[src/rtl/debounce_edge_det.sv]
// Debounces a synchronized level and emits registered one-cycle rise/fall pulses plus a saturating rise count.
// Latency: output changes on the (STABLE_CYCLES-1)th edge after the first edge that samples the new level.
// Backpressure: none; sync_in may change every cycle, all outputs are plain registers.
module debounce_edge_det #(
    parameter int STABLE_CYCLES = 4,
    parameter int CNT_WIDTH     = 3,
    parameter int EVT_WIDTH     = 8
) (
    input  logic                 clk,
    input  logic                 rst,
    input  logic                 sync_in,
    input  logic                 clear_evt,
    output logic                 clean_out,
    output logic                 rise_pulse,
    output logic                 fall_pulse,
    output logic [EVT_WIDTH-1:0] rise_count
);

    typedef enum logic [1:0] {
        ST_LOW     = 2'd0,
        ST_TO_HIGH = 2'd1,
        ST_HIGH    = 2'd2,
        ST_TO_LOW  = 2'd3
    } state_t;

    // Counter value at which the next matching sample completes a transition.
    localparam logic [CNT_WIDTH-1:0] CNT_LAST = CNT_WIDTH'(STABLE_CYCLES - 1);
    localparam logic [CNT_WIDTH-1:0] CNT_ONE  = CNT_WIDTH'(1);
    // A single stable sample is enough: skip the TO_* states entirely.
    localparam bit                   DIRECT   = (STABLE_CYCLES == 1);
    localparam logic [EVT_WIDTH-1:0] EVT_MAX  = '1;

    state_t                 state_q, state_d;
    logic [CNT_WIDTH-1:0]   cnt_q, cnt_d;
    logic                   clean_out_q, clean_out_d;
    logic                   rise_pulse_q, rise_pulse_d;
    logic                   fall_pulse_q, fall_pulse_d;
    logic [EVT_WIDTH-1:0]   rise_count_q, rise_count_d;

    // State and stability counter register.
    always_ff @(posedge clk) begin
        if (rst) begin
            state_q <= ST_LOW;
            cnt_q   <= '0;
        end else begin
            state_q <= state_d;
            cnt_q   <= cnt_d;
        end
    end

    // Next-state: count consecutive new-level samples, abort on any old-level sample.
    always_comb begin
        state_d = state_q;
        cnt_d   = cnt_q;
        case (state_q)
            ST_LOW: begin
                if (sync_in) begin
                    if (DIRECT) begin
                        state_d = ST_HIGH;
                        cnt_d   = '0;
                    end else begin
                        state_d = ST_TO_HIGH;
                        cnt_d   = CNT_ONE;
                    end
                end
            end
            ST_TO_HIGH: begin
                if (!sync_in) begin
                    state_d = ST_LOW;
                    cnt_d   = '0;
                end else if (cnt_q == CNT_LAST) begin
                    state_d = ST_HIGH;
                    cnt_d   = '0;
                end else begin
                    cnt_d   = cnt_q + CNT_ONE;
                end
            end
            ST_HIGH: begin
                if (!sync_in) begin
                    if (DIRECT) begin
                        state_d = ST_LOW;
                        cnt_d   = '0;
                    end else begin
                        state_d = ST_TO_LOW;
                        cnt_d   = CNT_ONE;
                    end
                end
            end
            ST_TO_LOW: begin
                if (sync_in) begin
                    state_d = ST_HIGH;
                    cnt_d   = '0;
                end else if (cnt_q == CNT_LAST) begin
                    state_d = ST_LOW;
                    cnt_d   = '0;
                end else begin
                    cnt_d   = cnt_q + CNT_ONE;
                end
            end
            default: begin
                state_d = ST_LOW;
                cnt_d   = '0;
            end
        endcase
    end

    // Output decode from the transition being taken; clear wins over a same-edge increment.
    always_comb begin
        clean_out_d  = (state_d == ST_HIGH) || (state_d == ST_TO_LOW);
        rise_pulse_d = ((state_q == ST_LOW) || (state_q == ST_TO_HIGH)) && (state_d == ST_HIGH);
        fall_pulse_d = ((state_q == ST_HIGH) || (state_q == ST_TO_LOW)) && (state_d == ST_LOW);
        rise_count_d = rise_count_q;
        if (clear_evt) begin
            rise_count_d = '0;
        end else if (rise_pulse_d && (rise_count_q != EVT_MAX)) begin
            rise_count_d = rise_count_q + 1'b1;
        end
    end

    // Output register; reset drops everything without generating a fall pulse.
    always_ff @(posedge clk) begin
        if (rst) begin
            clean_out_q  <= 1'b0;
            rise_pulse_q <= 1'b0;
            fall_pulse_q <= 1'b0;
            rise_count_q <= '0;
        end else begin
            clean_out_q  <= clean_out_d;
            rise_pulse_q <= rise_pulse_d;
            fall_pulse_q <= fall_pulse_d;
            rise_count_q <= rise_count_d;
        end
    end

    assign clean_out  = clean_out_q;
    assign rise_pulse = rise_pulse_q;
    assign fall_pulse = fall_pulse_q;
    assign rise_count = rise_count_q;

endmodule
[config.mk]
export PLATFORM = sky130hd
export DESIGN_NAME = debounce_edge_det
export DESIGN_NICKNAME = d
export VERILOG_FILES = /design/src/rtl/debounce_edge_det.sv
export SDC_FILE = /design/constraint.sdc
export NUM_CORES = 1
export LEC_CHECK = 0
export ABC_AREA = 1
export BUFFER_PORTS_ARGS = -buffer_cell sky130_fd_sc_hd__buf_2
export CORE_UTILIZATION = 30
export CTS_CLUSTER_DIAMETER = 200
export DETAILED_ROUTE_END_ITERATION = 10
export SYNTH_ARGS = -nofsm -noshare
export SYNTH_HDL_FRONTEND = slang
export SYNTH_SLANG_ARGS = --single-unit
[constraint.sdc]
create_clock -name clk -period 1.5 [get_ports clk]
set_input_delay 0.075 -clock clk [delete_from_list [all_inputs] [get_ports clk]]
set_output_delay 0.075 -clock clk [all_outputs]
set_load 0.005 [all_outputs]
### Word-level counts from Yosys, hierarchy flattened

Index checks and enable logic that the tools add are counted.

* word-level logic and storage cells: 40
* register bits after elaboration: 16
* input bits: 4
* output and inout port bits: 11

* reductions and logical operators: 10
* mux-type cells: 13
* eq/ne operators: 9
* $add $sub $neg: 2

Operators with widths (count)
* 2-to-1 mux 3 bit: 5
* 2-to-1 mux 2 bit: 6
* case mux 3 bit (4 select lines): 1
* adder 8 x 1 -> 8 bit, second input constant: 1
* == test 2 bit, second input constant: 4
* inequality test 8 bit, second input constant: 1
* case mux 2 bit (4 select lines): 1
* logical NOT 2 bit: 2
* inequality test 2 bit, second input constant: 2
* adder 3 x 1 -> 3 bit, second input constant: 1
* == test 3 x 2 -> 1 bit, second input constant: 1
* logical AND 1 bit: 3
* logical OR 1 bit: 3
* == test 2 x 1 -> 1 bit, second input constant: 1
* AND reduction 2 bit: 1
* OR reduction 2 bit: 1

### Depth between registers and ports, before layout

Gate-level depths: netlist of run 1.

* depth in word-level cells: 7
* depth in mapped cells: 8
* depth with buffers taken out: 8

### Least setup slack after synthesis of run 1

No wires, ideal clock.

* kind: reg-to-reg
* start point: register rise_count_q[0] (netlist: rise_count[0])
* end point: register rise_count_q[1] (netlist: rise_count[1])
* library setup time: 0.116 ns
* setup slack: 0.224 ns
* data arrival time: 1.160 ns
* stages on the path, launching flop included: 9
* data required time: 1.384 ns
* cell sequence: dfxtp_1 > ha_1 > nand2_1 > nor2_2 > nand2_2 > nand2_4 > clkinv_2 > nor2_1 > nor2_1

* cells in the longest elaborated chain, start to end: 2
* elaborated cells on any way between the ends: 3
* classes of those cells: add/sub: 1; eq/ne: 1; reduce/logical: 1

RTL lines
* start, declared: RTL line 38 `logic [EVT_WIDTH-1:0] rise_count_q, rise_count_d;`
* start signal, assigned: RTL line 131 `rise_count_q <= rise_count_d;`
* branches (longest 2 deep; another with adder 8 x 1 -> 8 bit)

Several ways; the timed one is not identified.
A chain may end at the register's enable or synchronous reset.

### Worst setup path in the final report of run 1

* start point: register rise_count_q[0] (netlist: rise_count[0])
* end point: register rise_count_q[0] (netlist: rise_count[0])

Same word-level chain as after synthesis.

==> metrics, run 1 <==
post-synthesis async set-or-reset flop share=0%; pwr dens=757 nW/um^2; Final nets=133; Syn. warnings=0; share of cells above drive strength 1=20.6%; cell count after synthesis=about 110; clock root buffer=clkbuf_4; Setup violations, final=0; max incr delay on CP=0.37 ns; I/O pins=15; RePlAce Congestion=0.774; initial antenna violation count=0; Max VDD drop=501 uV; reg-to-reg critical path startpoint=rise_count[0]; sequential area share after synthesis=about 40%; final hold viol count=0; Setup WS post-layout=0.148 ns; Placed Cells=149; die width=52.2 microns; vias per inst=4.47; post-synth net total=113; Fin Hold WS=0.0324 ns; hpwl dp=1090 microns; clock network fraction of total power=36.2%; Pleak=0.423 nW; P_sw=between 150 and 200 uW; Synth Cell Area=between 700 and 800 sq um; Tightest Pin Transition=0.374 ns; vias in the first global route=650; Core Area=2300 sq um; CTS sink cnt=15; Hold Crit Class=primary input to register; largest net degree at the start of global routing=11; routed length per instance=9.96 microns; first-pass GRT wire length=2540 microns; Routed Antenna Nets=0; crit path max-delay cell type=dfxtp_2; Final min period=approximately 1.4 ns; CP required=1.70 ns; Starting Density=32.9%; Via Count=688; syn_area_per_cell=7.06 sq um; CTS Buffer Depth=2; commonest non-fill, non-tap cell in the layout=nand2_1; Post-synth EDFFs=0; crit start category=register; Area Overhead vs Synth=20.2%; Post-Place Worst Slack=0.149 ns; CP Capture Type=register; Max-slew headroom=75.0%; crit-path max FO=7; row cnt=17; Die Ht=52.2 microns; Post-synth top flop=dfxtp_1; Seq cells post-synth=15; Die ar.=2720 sq um; Unique masters post-synth=19; Crit path top cell by count=nand2_1; DRC Markers=0; Setup TNS=0 ns; switching fraction of total power=25.0%; sequential share of power=59.2%; outcome=complete, no violations; Port Buffers=14; Worst-path clk slew=~0.10 ns; FMAX=between 0.7 and 0.8 GHz; final clock skew=0.0113 ns; crit path cell chain=ha_1, nand2_1, nor2_4, nand2_2, nand2_4, clkinv_2, nand2_1, a21oi_1; max-slew violation count=0; part of the power in combinational logic=4.7%; Total GRT Usage=12.9%; # H-tree levels=1; worst reg2reg setup slack=0.15 ns; Setup CP Type=register to register; first drt pass iteration count=4; Worst Path Arrival=1.55 ns; GR Overflow Total=0; fin area=908 sq um; Crit. Startpoint=rise_count[0]; DRT Wirelength=1530 microns; TritonCTS buffer count=3; commonest cells after routing, fill and taps aside=27 x nand2_1, 17 x nor2_1, 16 x inv_1; Post-DP Area=between 800 and 900 sq um; diodes inserted=0; Int Pwr=516 uW; Post-CTS Setup Inserts=0; max cap viols=0; Initial DRC Count=12; HP Start=sync_in; clock tree from TritonCTS=done; clk_lat worst skew=approximately 0.30 ns; post-route insts no fill=roughly 150; period utilisation layout=90.1%
[synthesized netlist by cell type (2+ instances only)]
cell type	count	area, sq um
a21oi_1	6	30.0
dfxtp_1	15	300
ha_1	2	25.0
inv_1	16	60.1
nand2_1	27	101
nand3_1	6	30.0
nand4_1	3	18.8
nor2_1	17	63.8
nor3_1	2	10.0
o21ai_0	2	10.0
xor2_1	3	26.3
[sequential cells by signal (all words and copies together), names as in the netlist]
| register | flops |
|---|---|
| rise_count | 8 |
| state_q | 2 |
| rise_pulse | 1 |
| cnt_q | 3 |
| fall_pulse | 1 |
[power groups by stage]
| stage | clock network, mW | logic, mW | registers, mW |
|---|---|---|---|
| floorplan | 0 | 0.0192 | 0.415 |
| global placement | 0 | 0.0295 | 0.416 |
| detailed placement | 0 | 0.0302 | 0.416 |
| CTS | 0.262 | 0.0322 | 0.407 |
| global route | 0.280 | 0.0362 | 0.408 |
| finish | 0.249 | 0.0322 | 0.407 |
[path summary, 6_finish.rpt]
| kind | cells after the start | end |
|---|---|---|
| worst min register to register | 2 | cnt_q[2] |
| worst max register to register | 8 | rise_count[0] |
| worst max-delay path | 8 | rise_count[0] |
| worst min-delay path | 3 | state_q[1] |
[worst max-delay path, delay by kind of cell, from the launching register on]
kind | cells | cell delay (ns)
and+or+nand+nor | 5 | 0.56
DFF | 1 | 0.37
adders and majority gates | 1 | 0.18
buffers and inverters | 1 | 0.08
AOI/OAI and AO/OA | 1 | 0.07
[per-layer routing]
| metal | global-route usage (%) | wire (microns) | vias up |
|---|---|---|---|
| li1 | - | - | 372 |
| met1 | 13.7 | 706 | 295 |
| met2 | 21.8 | 719 | 17 |
| met3 | 6.38 | 83 | 4 |
| met4 | 5.26 | 24 | 0 |
| met5 | 0 | 0 | - |
[final cells by class]
class	count	area, sq um
fill	247	1390
tap	28	35.0
clock buffer	3	22.5
inverter	17	65.1
clock inverter	1	7.51
multi-input combinational	75	395
sequential	15	303
timing repair buffer	15	80.1
[cells by family (layout without fill, tap and decap cells)]
| group | Yosys count | in the layout | share of synthesized area (%) |
|---|---|---|---|
| DFF | 15 | 15 | 39.7 |
| xor gates and xnor gates | 3 | 3 | 3.48 |
| AOI/OAI and AO/OA | 9 | 9 | 6.29 |
| adders and majority gates | 2 | 2 | 3.31 |
| buffers and inverters | 17 | 36 | 8.61 |
| and+or+nand+nor | 61 | 61 | 38.6 |
[metrics by stage]
step | utilization, % | power (mW)
final | 39.5 | 0.688
after global placement | 37.5 | 0.446
after global routing | 39.5 | 0.724
after floorplan | - | 0.434
after CTS | 39.2 | 0.701
after detailed placement | 37.5 | 0.446
[what timing repair did]
action	in CTS	in global routing
hold buffers	1	0
resized for setup	0	3
setup endpoints to repair	0	4
endpoints found under the hold margin	2	0
(Power assumes the default switching activity.)
==> run 2: changes to the inputs <==
--- a/config.mk
+++ b/config.mk
@@ -5,7 +5,6 @@
 export SDC_FILE = /design/constraint.sdc
 export NUM_CORES = 1
 export LEC_CHECK = 0
-export ABC_AREA = 1
 export BUFFER_PORTS_ARGS = -buffer_cell sky130_fd_sc_hd__buf_2
 export CORE_UTILIZATION = 30
 export CTS_CLUSTER_DIAMETER = 200
==> run 2 against run 1 <==
Effect of this change:
- the flow now finishes with violations (setup timing)
- clock-buffer cell count increased by 1
- global-route usage increased by 0.28 points
- combinational power increased by 36%
- design area increased by 4.3%
- flip-flop and latch count unchanged
- hold slack improved by 0.023 ns
- largest cell class unchanged
- highest routed layer unchanged
==> metrics, run 2 <==
outcome=finished with violations; failing checks=setup timing; R2R Path End=rise_count[5]; Port Buffers=14; Worst Path Arrival=1.75 ns; post-synthesis simple-gate area fraction=26.0%; max FFs per register=8; CP delay by family, top=simple AND/OR/NAND/NOR gates; Setup CP Type=register to register; Final min period=1.53 ns; Synth Area in Compound Gates=17.7%; Max VDD drop=383 uV; initial antenna violation count=0; max-slew violation count=0; RePlAce Congestion=0.730; largest family of logic cells by synthesized area=simple AND/OR/NAND/NOR gates; final clock skew=roughly 0.0019 ns; Post-synth EDFFs=0; Synth Area in Adders=around 3.6%; GR Overflow Total=0; Crit. Startpoint=cnt_q[0]; Tightest Pin Transition=between 0.3 and 0.4 ns; Setup TNS=-0.0498 ns; Core Area=2190 sq um; TritonCTS buffer count=3; cell count after synthesis=72; row cnt=17; worst path buffer plus inverter count=0; Setup violations, final=2; Syn. warnings=0; Total GRT Usage=13.2%; Final nets=108; routed length per instance=approximately 12 microns; crit start category=register; CP Capture Type=register; crit path cell chain=ha_4, and3b_2, nand4_4, or4_1, a21oi_1; Initial DRC Count=5; DRT Wirelength=1530 microns; first drt pass iteration count=4; largest net degree at the start of global routing=10; share of cells above drive strength 1=43.6%; max cap viols=0; RSZ-0062 raised after global routing=true; commonest cells after routing, fill and taps aside=14 x buf_2, 14 x buf_4, 13 x dfxtp_1; CP required=1.72 ns; first-pass GRT wire length=between 2000 and 2500 microns; top-count cell post-synth=dfxtp_1; Post-Place Worst Slack=-0.0835 ns; Post-synth top flop=dfxtp_1; Via Count=662; Max-slew headroom=76.6%; Seq cells post-synth=15; Hold Crit Class=primary input to register; vias per inst=5.13; I/O pins=15; crit-path max FO=5; Synth area leaders=dfxtp_1 43%, a21oi_1 4.3%, nor2_1 3.8%; period utilisation layout=102%; Post-synth top cells=15 x dfxtp_1, 7 x nor2_1, 6 x a21oi_1; clock root buffer=clkbuf_4; Hold Path End=cnt_q[1]; DRC Markers=0; vias in the first global route=about 600; Fin Hold WS=0.0551 ns; post-synthesis async set-or-reset flop share=0%; FMAX=0.654 GHz; sequential area share after synthesis=43.4%; Setup WS post-layout=-0.0288 ns; Die Ht=50.0 microns; Starting Density=31.6%; post-synth net total=slightly below 80; syn_area_per_cell=9.61 sq um; # hold bufs at CTS=0; reg-to-reg critical path startpoint=cnt_q[0]; Area Overhead vs Synth=36.9%; Pleak=0.408 nW; die width=50.0 microns; max incr delay on CP=0.44 ns; Reg2Reg Depth=5; HP Start=rst; Routed Antenna Nets=0; # H-tree levels=1; pwr dens=727 nW/um^2; fill count=234; worst reg2reg setup slack=-0.03 ns; Yosys top cell by area=dfxtp_1; clock tree from TritonCTS=done; Die ar.=around 2500 sq um; hpwl dp=1100 microns; CTS Buffer Depth=2; Unique masters post-synth=29; crit path max-delay cell type=or4_1; Synth Area in XOR/XNOR=2.53%; hold path cells=2; CTS sink cnt=15; post-synthesis mux area share=a little under 3%; Worst-path clk slew=about 0.090 ns; diodes inserted=0; final hold viol count=0; Synth top area share=43.4%; clk_lat worst skew=0.29 ns; Synth Cell Area=692 sq um; total power=around 700 uW
## run 2: changes by cell type after synthesis, sizes merged, moves of 3 or more
cell	before	now
or4	0	3
nor2	19	7
o31ai	0	3
inv	16	2
nand3	7	4
nand2	29	4
## run 2: how the worst max path moves through the flow
stage / end / slack [ns] / cells after the start
after floorplan: rise_count[5] / 0.01 / 6
after global placement: rise_count[5] / -0.03 / 5
after detailed placement: rise_count[5] / -0.08 / 5
after CTS: rise_count[7] / -0.02 / 5
after global routing: rise_count[7] / -0.1 / 5
final: rise_count[5] / -0.03 / 5
## run 2: layout make-up
cell class	instances	area [sq um]	area share, %
inverters	2	7.51	0.793
well taps	28	35.0	3.70
flip-flops and latches	15	303	32.0
clock buffers	4	26.3	2.77
repair buffers	28	175	18.5
multi-input cells	52	400	42.3
## run 2: cells by family after synthesis
logic type | after synthesis
AO/OA/AOI/OAI | 17
XOR/XNOR | 2
adder cells (fa/ha/maj) | 2
buffers and inverters | 5
flip-flops | 15
multiplexers | 2
AND/OR/NAND/NOR | 29
## run 2: power breakdown
part | switching, mW | leakage (nW) | internal (mW)
clock network | 0.135 | 0.0150 | 0.103
registers | 0.00327 | 0.122 | 0.403
logic | 0.0228 | 0.271 | 0.0210
total | 0.161 | 0.408 | 0.527
## run 2: layer usage
metal	GRT usage, %	wire length, microns	vias up
met5	0	0	-
met4	8.57	34	0
met3	2.78	53	4
met2	24.0	776	22
met1	13.3	665	309
li1	-	-	327
## run 2: timing repair
| item | 4_1_cts | 5_1_grt |
|---|---|---|
| pin swaps | 2 | 4 |
| endpoints found under the hold margin | 0 | 0 |
| buffers inserted | 1 | 1 |
| resized for setup | 3 | 8 |
| setup endpoints to repair | 5 | 7 |
| cloned | 0 | 0 |
## run 2: stage by stage
| stage | instance area [sq um] | utilization (%) | instances |
|---|---|---|---|
| floorplan | 697 | - | 72 |
| global placement | 873 | 39.9 | 123 |
| detailed placement | 873 | 39.9 | 123 |
| CTS | 911 | 41.6 | 128 |
| global route | 947 | 43.2 | 129 |
| finish | 947 | 43.2 | 129 |
==> run 3: changes to the inputs <==
--- a/config.mk
+++ b/config.mk
@@ -9,6 +9,7 @@
 export CORE_UTILIZATION = 30
 export CTS_CLUSTER_DIAMETER = 200
 export DETAILED_ROUTE_END_ITERATION = 10
+export GPL_TIMING_DRIVEN = 0
 export SYNTH_ARGS = -nofsm -noshare
 export SYNTH_HDL_FRONTEND = slang
 export SYNTH_SLANG_ARGS = --single-unit
==> run 3 against run 2 <==
Effect of this change:
- global-route usage rose by 0.18 points
- total power down 2.8%
- routed wire length down 0.39%
- register-to-register slack barely moved
- clock power down 4%
- core utilization fell by 0.63 points
- sequential share of layout area up 1.7 points
- clock-buffer cell count shrank 1
- the run still ends with setup timing left
- design area decreased by 1.5%
- first-iteration DRC count fell by 60%
- die area unchanged
==> metrics, run 3 (same netlist as run 2, synthesis figures left out) <==
fin area=slightly above 900 sq um; Int Pwr=514 uW; TritonCTS buffer count=3; die width=approximately 50 microns; CP delay by family, top=simple AND/OR/NAND/NOR gates; crit-path max FO=6; Via Count=just over 600; Routed Antenna Nets=0; total power=669 uW; Setup TNS=-0.102 ns; diodes inserted=0; clock network fraction of total power=roughly 34%; vias per inst=4.98; worst reg2reg setup slack=-0.04 ns; failing checks=setup timing; switching fraction of total power=23.3%; final clock skew=0.00398 ns; Worst Path Arrival=1.76 ns; Crit. Startpoint=cnt_q[0]; CP required=1.72 ns; RSZ-0062 raised after global routing=true; Setup violations, final=3; period utilisation layout=102%; Final nets=about 100; first-pass GRT wire length=between 2000 and 3000 microns; max FFs per register=8; R2R Path End=rise_count[7]; vias in the first global route=605; Die ar.=2500 sq um; share of cells above drive strength 1=roughly 45%; clock tree from TritonCTS=done; Pleak=0.379 nW; Area Overhead vs Synth=34.9%; first drt pass iteration count=2; hpwl dp=1000 microns; row cnt=17; worst path buffer plus inverter count=1; max-slew violation count=0; Post-DP Area=797 sq um; DRT Wirelength=1520 microns; Max-slew headroom=73.5%; # hold bufs at CTS=0; Starting Density=around a third; Worst-path clk slew=0.09 ns; Die Ht=50.0 microns; Reg2Reg Depth=6; clk_lat worst skew=0.28 ns; Port Buffers=13; FMAX=0.651 GHz; commonest non-fill, non-tap cell in the layout=buf_2; commonest cells after routing, fill and taps aside=13 x buf_2, 8 x dfxtp_1, 7 x nor2_1, 7 x buf_4, 5 x dfxtp_2; routed length per instance=roughly 12 microns; # H-tree levels=1; GR Overflow Total=0; reg-to-reg critical path startpoint=cnt_q[0]; crit start category=register; part of the power in combinational logic=5.4%; CTS Buffer Depth=2; Fin Hold WS=0.0684 ns; final hold viol count=0; RePlAce Congestion=0.691; CTS sink cnt=15; max cap viols=0; I/O pins=15; crit path max-delay cell type=or4_1; Core Area=2190 sq um; Setup CP Type=register to register; largest net degree at the start of global routing=10; sequential share of power=60.3%; pwr dens=717 nW/um^2; Tightest Pin Transition=approximately 0.4 ns; Worst path depth=6; Initial DRC Count=2; Hold Crit Class=primary input to register; P_sw=approximately 160 uW; CP Capture Type=register; outcome=finished with violations; crit path cell chain=ha_4, and3b_1, buf_6, nand4_4, or4_1, a21oi_1; Final min period=1.54 ns; Setup WS post-layout=-0.0371 ns; max incr delay on CP=0.41 ns; DRC Markers=0; Max VDD drop=about 390 uV; clock root buffer=clkbuf_4; Total GRT Usage=13.4%; end point of the critical path=rise_count[7]; HP Start=sync_in; initial antenna violation count=0
## run 3: changes by cell type in the layout (fill, tap and decap cells not counted), sizes merged
| cell | before | now |
|---|---|---|
| clkbuf | 4 | 5 |
| buf | 28 | 21 |
| clkinv | 0 | 1 |
## run 3: worst reg2reg max path, cell delays in order (launching register included)
cell and delay (ns):
dfxtp_2 0.36, ha_4 0.14, and3b_1 0.17, buf_6 0.13, nand4_4 0.12, or4_1 0.41, a21oi_1 0.15
## run 3: power groups by stage
stage | Clock [mW] | Combinational [mW] | Sequential [mW]
floorplan | 0 | 0.0213 | 0.414
global placement | 0 | 0.0293 | 0.415
detailed placement | 0 | 0.0303 | 0.415
CTS | 0.238 | 0.0338 | 0.406
global route | 0.257 | 0.0413 | 0.404
finish | 0.229 | 0.0364 | 0.404
## run 3: routing by layer
layer / up-vias / global-route usage [%] / share of wire [%]
met5: - / 0 / 0
met4: 0 / 5.71 / 0.85
met3: 2 / 2.78 / 3.4
met2: 10 / 22.2 / 51
met1: 293 / 16.5 / 45
li1: 312 / - / -
## run 3: worst min-delay path by stage
stage | to | depth (start not counted)
2_1_floorplan | state_q[1] | 2
3_3_place_gp | state_q[1] | 3
3_5_place_dp | state_q[1] | 3
4_1_cts | state_q[1] | 3
5_1_grt | rise_count[2] | 4
6_report | state_q[1] | 3
## run 3: area by class of cell
class	instances	area [sq um]
clock inverter	1	5.00
timing repair buffer	20	118
buffer	3	18.8
multi-input combinational	52	413
sequential	15	314
clock buffer	3	22.5
tap	28	35.0
inverter	2	7.51
fill	241	1260
## run 3: what timing repair did
action	4_1_cts	5_1_grt
resized for setup	4	14
setup buffers	3	4
pin swaps	1	4
endpoints found under the setup margin	7	8
## run 3: through the flow
stage,utilization (%),setup slack (ns),instances
after floorplan,-,0.0116,72
after global placement,36.4,-0.0836,113
after detailed placement,36.4,-0.108,113
after CTS,38.9,-0.0685,120
after global routing,42.6,-0.115,124
final,42.6,-0.0371,124
